`config.mk`:
```
export PLATFORM = sky130hd
export DESIGN_NAME = mem_responder
export DESIGN_NICKNAME = d
export VERILOG_FILES = /design/src/rtl/mem_responder.sv
export SDC_FILE = /design/constraint.sdc
export NUM_CORES = 2
export LEC_CHECK = 0
export CAP_MARGIN = 0
export CORE_AREA = 4 4 608 610
export CTS_CLUSTER_DIAMETER = 30
export DETAILED_ROUTE_END_ITERATION = 8
export DIE_AREA = 0 0 612 614
export MAX_ROUTING_LAYER = met4
export SYNTH_ARGS = -nofsm -noshare
export SYNTH_HDL_FRONTEND = slang
export SYNTH_SLANG_ARGS = --single-unit
```
`constraint.sdc`:
```
create_clock -name clk -period 4.1 [get_ports clk]
set_clock_uncertainty 0.2 [all_clocks]
set_input_delay 0.615 -clock clk [delete_from_list [all_inputs] [get_ports clk]]
set_output_delay 0.615 -clock clk [all_outputs]
set_load 0.01 [all_outputs]
```
`src/rtl/mem_responder.sv`:
```
// mem_responder: single-port 16-bit word memory behind a fixed-latency
// request/response handshake. Each accepted read or write spends
// WAIT_CYCLES cycles in WAIT, one cycle in ACCESS, then pulses done.
module mem_responder #(
  parameter int ADDR_W      = 8,
  parameter int WAIT_CYCLES = 2
) (
  input  logic              clk,
  input  logic              rst_n,
  input  logic [1:0]        MC,
  input  logic              req,
  input  logic [ADDR_W-1:0] addr,
  input  logic [15:0]       WRdata,
  output logic [15:0]       Mdata,
  output logic              busy,
  output logic              done,
  output logic              err
);

  typedef enum logic [1:0] {S_IDLE, S_WAIT, S_ACCESS, S_DONE} state_e;

  // The counter holds the number of WAIT cycles still to run after the
  // current one, so it starts one below WAIT_CYCLES.
  localparam logic [3:0] CNT_INIT = (WAIT_CYCLES == 0) ? 4'd0 : 4'(WAIT_CYCLES - 1);

  logic [15:0]       mem [2**ADDR_W];

  state_e            state_q, state_d;
  logic [3:0]        cnt_q, cnt_d;
  logic [ADDR_W-1:0] addr_q, addr_d;
  logic [15:0]       wdata_q, wdata_d;
  logic              wr_q, wr_d;
  logic [15:0]       mdata_q, mdata_d;
  logic              err_q, err_d;

  // State, latched request and read-data registers; memory is not reset.
  always_ff @(posedge clk or negedge rst_n) begin
    if (!rst_n) begin
      state_q <= S_IDLE;
      cnt_q   <= 4'd0;
      addr_q  <= '0;
      wdata_q <= 16'h0000;
      wr_q    <= 1'b0;
      mdata_q <= 16'h0000;
      err_q   <= 1'b0;
    end else begin
      state_q <= state_d;
      cnt_q   <= cnt_d;
      addr_q  <= addr_d;
      wdata_q <= wdata_d;
      wr_q    <= wr_d;
      mdata_q <= mdata_d;
      err_q   <= err_d;
    end
  end

  // Memory write on the edge leaving ACCESS. A reset during the
  // transaction forces state_q to IDLE, so an aborted write never lands.
  always_ff @(posedge clk) begin
    if (state_q == S_ACCESS && wr_q) mem[addr_q] <= wdata_q;
  end

  // Next-state logic: accept in IDLE/DONE, count down WAIT, one-cycle ACCESS.
  always_comb begin
    state_d = state_q;
    cnt_d   = cnt_q;
    addr_d  = addr_q;
    wdata_d = wdata_q;
    wr_d    = wr_q;
    mdata_d = mdata_q;
    err_d   = 1'b0;
    case (state_q)
      S_IDLE, S_DONE: begin
        state_d = S_IDLE;
        if (req && (MC == 2'b01 || MC == 2'b10)) begin
          addr_d  = addr;
          wdata_d = WRdata;
          wr_d    = MC[0];
          cnt_d   = CNT_INIT;
          state_d = (WAIT_CYCLES == 0) ? S_ACCESS : S_WAIT;
        end else if (req && MC == 2'b11) begin
          err_d = 1'b1;
        end
      end
      S_WAIT: begin
        if (cnt_q == 4'd0) state_d = S_ACCESS;
        else               cnt_d   = cnt_q - 4'd1;
      end
      S_ACCESS: begin
        state_d = S_DONE;
        if (!wr_q) mdata_d = mem[addr_q];
      end
      default: state_d = S_IDLE;
    endcase
  end

  assign busy  = (state_q == S_WAIT) || (state_q == S_ACCESS);
  assign done  = (state_q == S_DONE);
  assign err   = err_q;
  assign Mdata = mdata_q;

endmodule
```
==> key figures <==
Status
  • Status: complete, no violations

Clocking
  • Clk pin slew, worst setup/hold paths: 50 ps
  • CTS sink count: 4144
  • Cts bufs inserted: 714
  • CTS Buffer Depth: 4
  • Clk root buf: clkbuf_16
  • H-tree depth: 6
  • Worst-skew pair later-pin latency: 1060 ps
  • CTS tree: done

Routing
  • DR DRC count: 0
  • Vias per cell: 6.01
  • DRT Pass-1 Iters: 6
  • Routed Wire Length: 452 mm
  • Via Count: 81266
  • Remaining antenna violation count: 0
  • DR iter-0 viols: 11004
  • DR WL/cell: 33.5 µm

Finish
  • Most common cell after layout, fill and taps aside: edfxtp_1
  • Share of cells above drive strength 1: 36.7%
  • Area Growth Syn to Fin: 23.0%
  • Nets: 8125
  • Filler cell count: 27394
  • Area of the multi-input gates: 33600 µm²
  • Most frequent cells in the layout: 4096 x edfxtp_1, 1058 x mux4_2, 719 x clkbuf_16, 629 x buf_4, 292 x mux2i_1
  • Register area: 124000 µm²
  • Final Core Density: 53.8%
  • Finished Layout Cells: 13524

STA
  • Pins Over Slew Limit: 0
  • RSZ-0062 raised after global routing: false
  • Final setup violation count: 0
  • Max Fclk: 245 MHz
  • Max-slew headroom: 10.1%
  • Final Hold Viols: 0
  • Min Tclk post-route: 4080 ps
  • Period utilization: 99.5%
  • Worst-Margin Slew: 1310 ps

Setup path
  • Worst Path Arrival: 4810 ps
  • Reg2Reg Depth: 10
  • Reg2reg start: addr_q[3]
  • Element type at the critical path end: register
  • Worst reg2reg endpoint: Mdata[2]
  • Max FO, Critical Path: 27
  • Reg2Reg Setup Slack: 20 ps
  • Crit path kind: reg -> reg
  • CP required: 4830 ps
  • CP startpoint kind: register

Power and ir drop
  • Switching pwr: 51.1 mW
  • Sw frac: 32.0%
  • Internal: 109 mW
  • Power share of the clock group: 37.3%
  • VDD IR-drop max: 0.738 mV
  • LEAKAGE: 63.6 nW
  • Gate power share: 27.6%
  • Power per standard cell area: 814 nW/µm²
  • Sequential power share: 35.1%

Yosys
  • Synth Flop Type: edfxtp_1
  • Asr flop ratio synth: 1.16%
  • Area leader, netlist: edfxtp_1
  • Yosys reg bits: 4144
  • Post-Syn Area per Cell: 22.9 µm²
  • Syn Inst Count: 6971
  • Top post-synthesis cells by area: edfxtp_1 77%, mux4_2 15%, mux2i_1 1.8%, dfrtp_1 0.75%, nor2_1 0.66%
  • Sequential area share after synthesis: 77.9%
  • Mapped Nets: 7006
  • Post-synth EDFFs: 4096
  • Post-Syn Area: 159000 µm²
  • Post-synth top area share: 77.1%
  • YS warnings: 0
  • Yosys cell types: 60

Min path
  • Worst hold stages: 2
  • Min-Delay Startpoint: addr[3]
  • Hold path endpoint: addr_q[3]
  • Worst Hold Class: in -> reg

Floorplan
  • Site Rows: 222
  • Die height: 614 µm
  • Num ports: 48
  • Die span in x: 612 µm
  • Die area: 376000 µm²
  • Initial Utilization: 43.8%
  • Total core area: 364000 µm²

Global routing
  • Vias in the first global route: 81904
  • Largest net degree at the start of global routing: 161
  • GRT Util Overall: 24.7%
  • Global-route wire length before repair: 637 mm
  • Grt ovf: 0
  • Initial antenna violation count: 16

Flow run
  • Max-cap viol count: 0

Placement
  • Input/output buffers: 47
  • Global placer's final weighted congestion: 0.880
  • Dpl hpwl: 276 mm
  • Inst Count DP: 12167
[metal layers]
layer | track usage (%) | vias to the layer above | routed length (µm)
li1 | - | 32292 | -
met5 | - | - | 0
met1 | 33.8 | 43659 | 177000
met3 | 5.01 | 784 | 45200
met2 | 37.0 | 4531 | 213000
met4 | 8.95 | 0 | 17400
[power groups by stage]
stage | combinational, mW | sequential [mW] | clock, mW
floorplan | 21.9 | 58.0 | 0
global placement | 43.3 | 56.6 | 0
detailed placement | 43.9 | 56.8 | 0
CTS | 44.1 | 56.0 | 60.1
global route | 45.8 | 56.0 | 62.4
finish | 44.1 | 56.0 | 59.5
[cells in the mapped netlist (7+ instances only)]
cell type,instances
o21ai_1,14
inv_1,10
o2111ai_1,7
nand2b_1,15
nand3b_1,9
buf_1,9
nor2b_1,28
o21ai_0,28
nor3_1,63
edfxtp_1,4096
mux2_2,49
a31oi_1,7
nand4_1,8
dfrtp_1,48
nand2_1,106
nor4_1,11
a22oi_1,103
nor2_1,280
buf_4,85
a22o_1,14
a2111oi_0,9
a21oi_1,46
buf_2,153
a211oi_1,19
nand3_1,58
clkbuf_1,120
mux4_2,1058
buf_6,35
a221oi_1,7
a311oi_1,8
o22a_1,16
o22ai_1,54
mux2i_1,292
o221ai_1,32
[worst max-delay path by stage]
stage	end	slack, ps	start	depth (start not counted)
2_1_floorplan	mem[144][0]	430	addr_q[0]	10
4_1_cts	Mdata[9]	8	addr_q[0]	9
3_3_place_gp	Mdata[15]	-370	addr_q[1]	9
5_1_grt	Mdata[2]	4	addr_q[1]	9
3_5_place_dp	Mdata[2]	-340	addr_q[3]	10
6_report	Mdata[2]	20	addr_q[3]	10
[worst max-delay path: stages, from the launching register on]
cell	delay, ps
dfrtp_4	760
buf_12	250
buf_12	240
mux4_2	250
o22a_1	170
o221ai_1	200
nor3_4	440
o22ai_1	190
a311oi_1	770
buf_4	290
o32a_1	160
[timing repair]
| action | 4_1_cts | 5_1_grt |
|---|---|---|
| gates resized for setup | 7 | 7 |
| pin swaps | 0 | 1 |
| hold buffers | 20 | 0 |
| setup endpoints to repair | 6 | 7 |
| setup buffers | 3 | 0 |
| cloned | 0 | 0 |
| hold endpoints to repair | 67 | 0 |
[registers in the layout, summed over array words and instances, names as in the netlist]
| signal | count |
|---|---|
| Mdata | 16 |
| addr_q | 8 |
| cnt_q | 4 |
| err | 1 |
| mem | 4096 |
| state_q | 2 |
| wdata_q | 16 |
| wr_q | 1 |
[layout make-up]
cell class	instances	area share [%]
Timing Repair Buffer	805	3.87
Clock buffer	828	9.41
Antenna cell	14	0.0179
Sequential cell	4144	63.4
Clock inverter	492	3.09
Multi-Input combinational cell	2414	17.2
Tap cell	4816	3.07
Inverter	11	0.0211
[metrics by stage]
stage	cell area, µm²	TNS [ps]	setup slack [ps]	hold slack (ps)	power (mW)
global route	196000	0	4.37	51.7	164
finish	196000	0	21.4	67.6	160
detailed placement	171000	-836	-342	330	101
floorplan	160000	0	432	119	80.0
CTS	196000	0	8.07	6.31	160
global placement	171000	-982	-367	294	99.9
[kinds of logic (layout without fill, tap and decap cells)]
logic type / after synthesis / count (layout) / synth area share, %
compound gates: 402 / 402 / 1.80
xor+xnor: 2 / 2 / 0.0110
fa+ha+maj: 6 / 6 / 0.0471
buf+inv: 413 / 2136 / 1.46
flops: 4144 / 4144 / 77.9
mux: 1399 / 1399 / 17.1
other cells: 0 / 14 / 0
simple gates: 605 / 605 / 1.69
No activity file was read; power rests on OpenSTA's default activity.
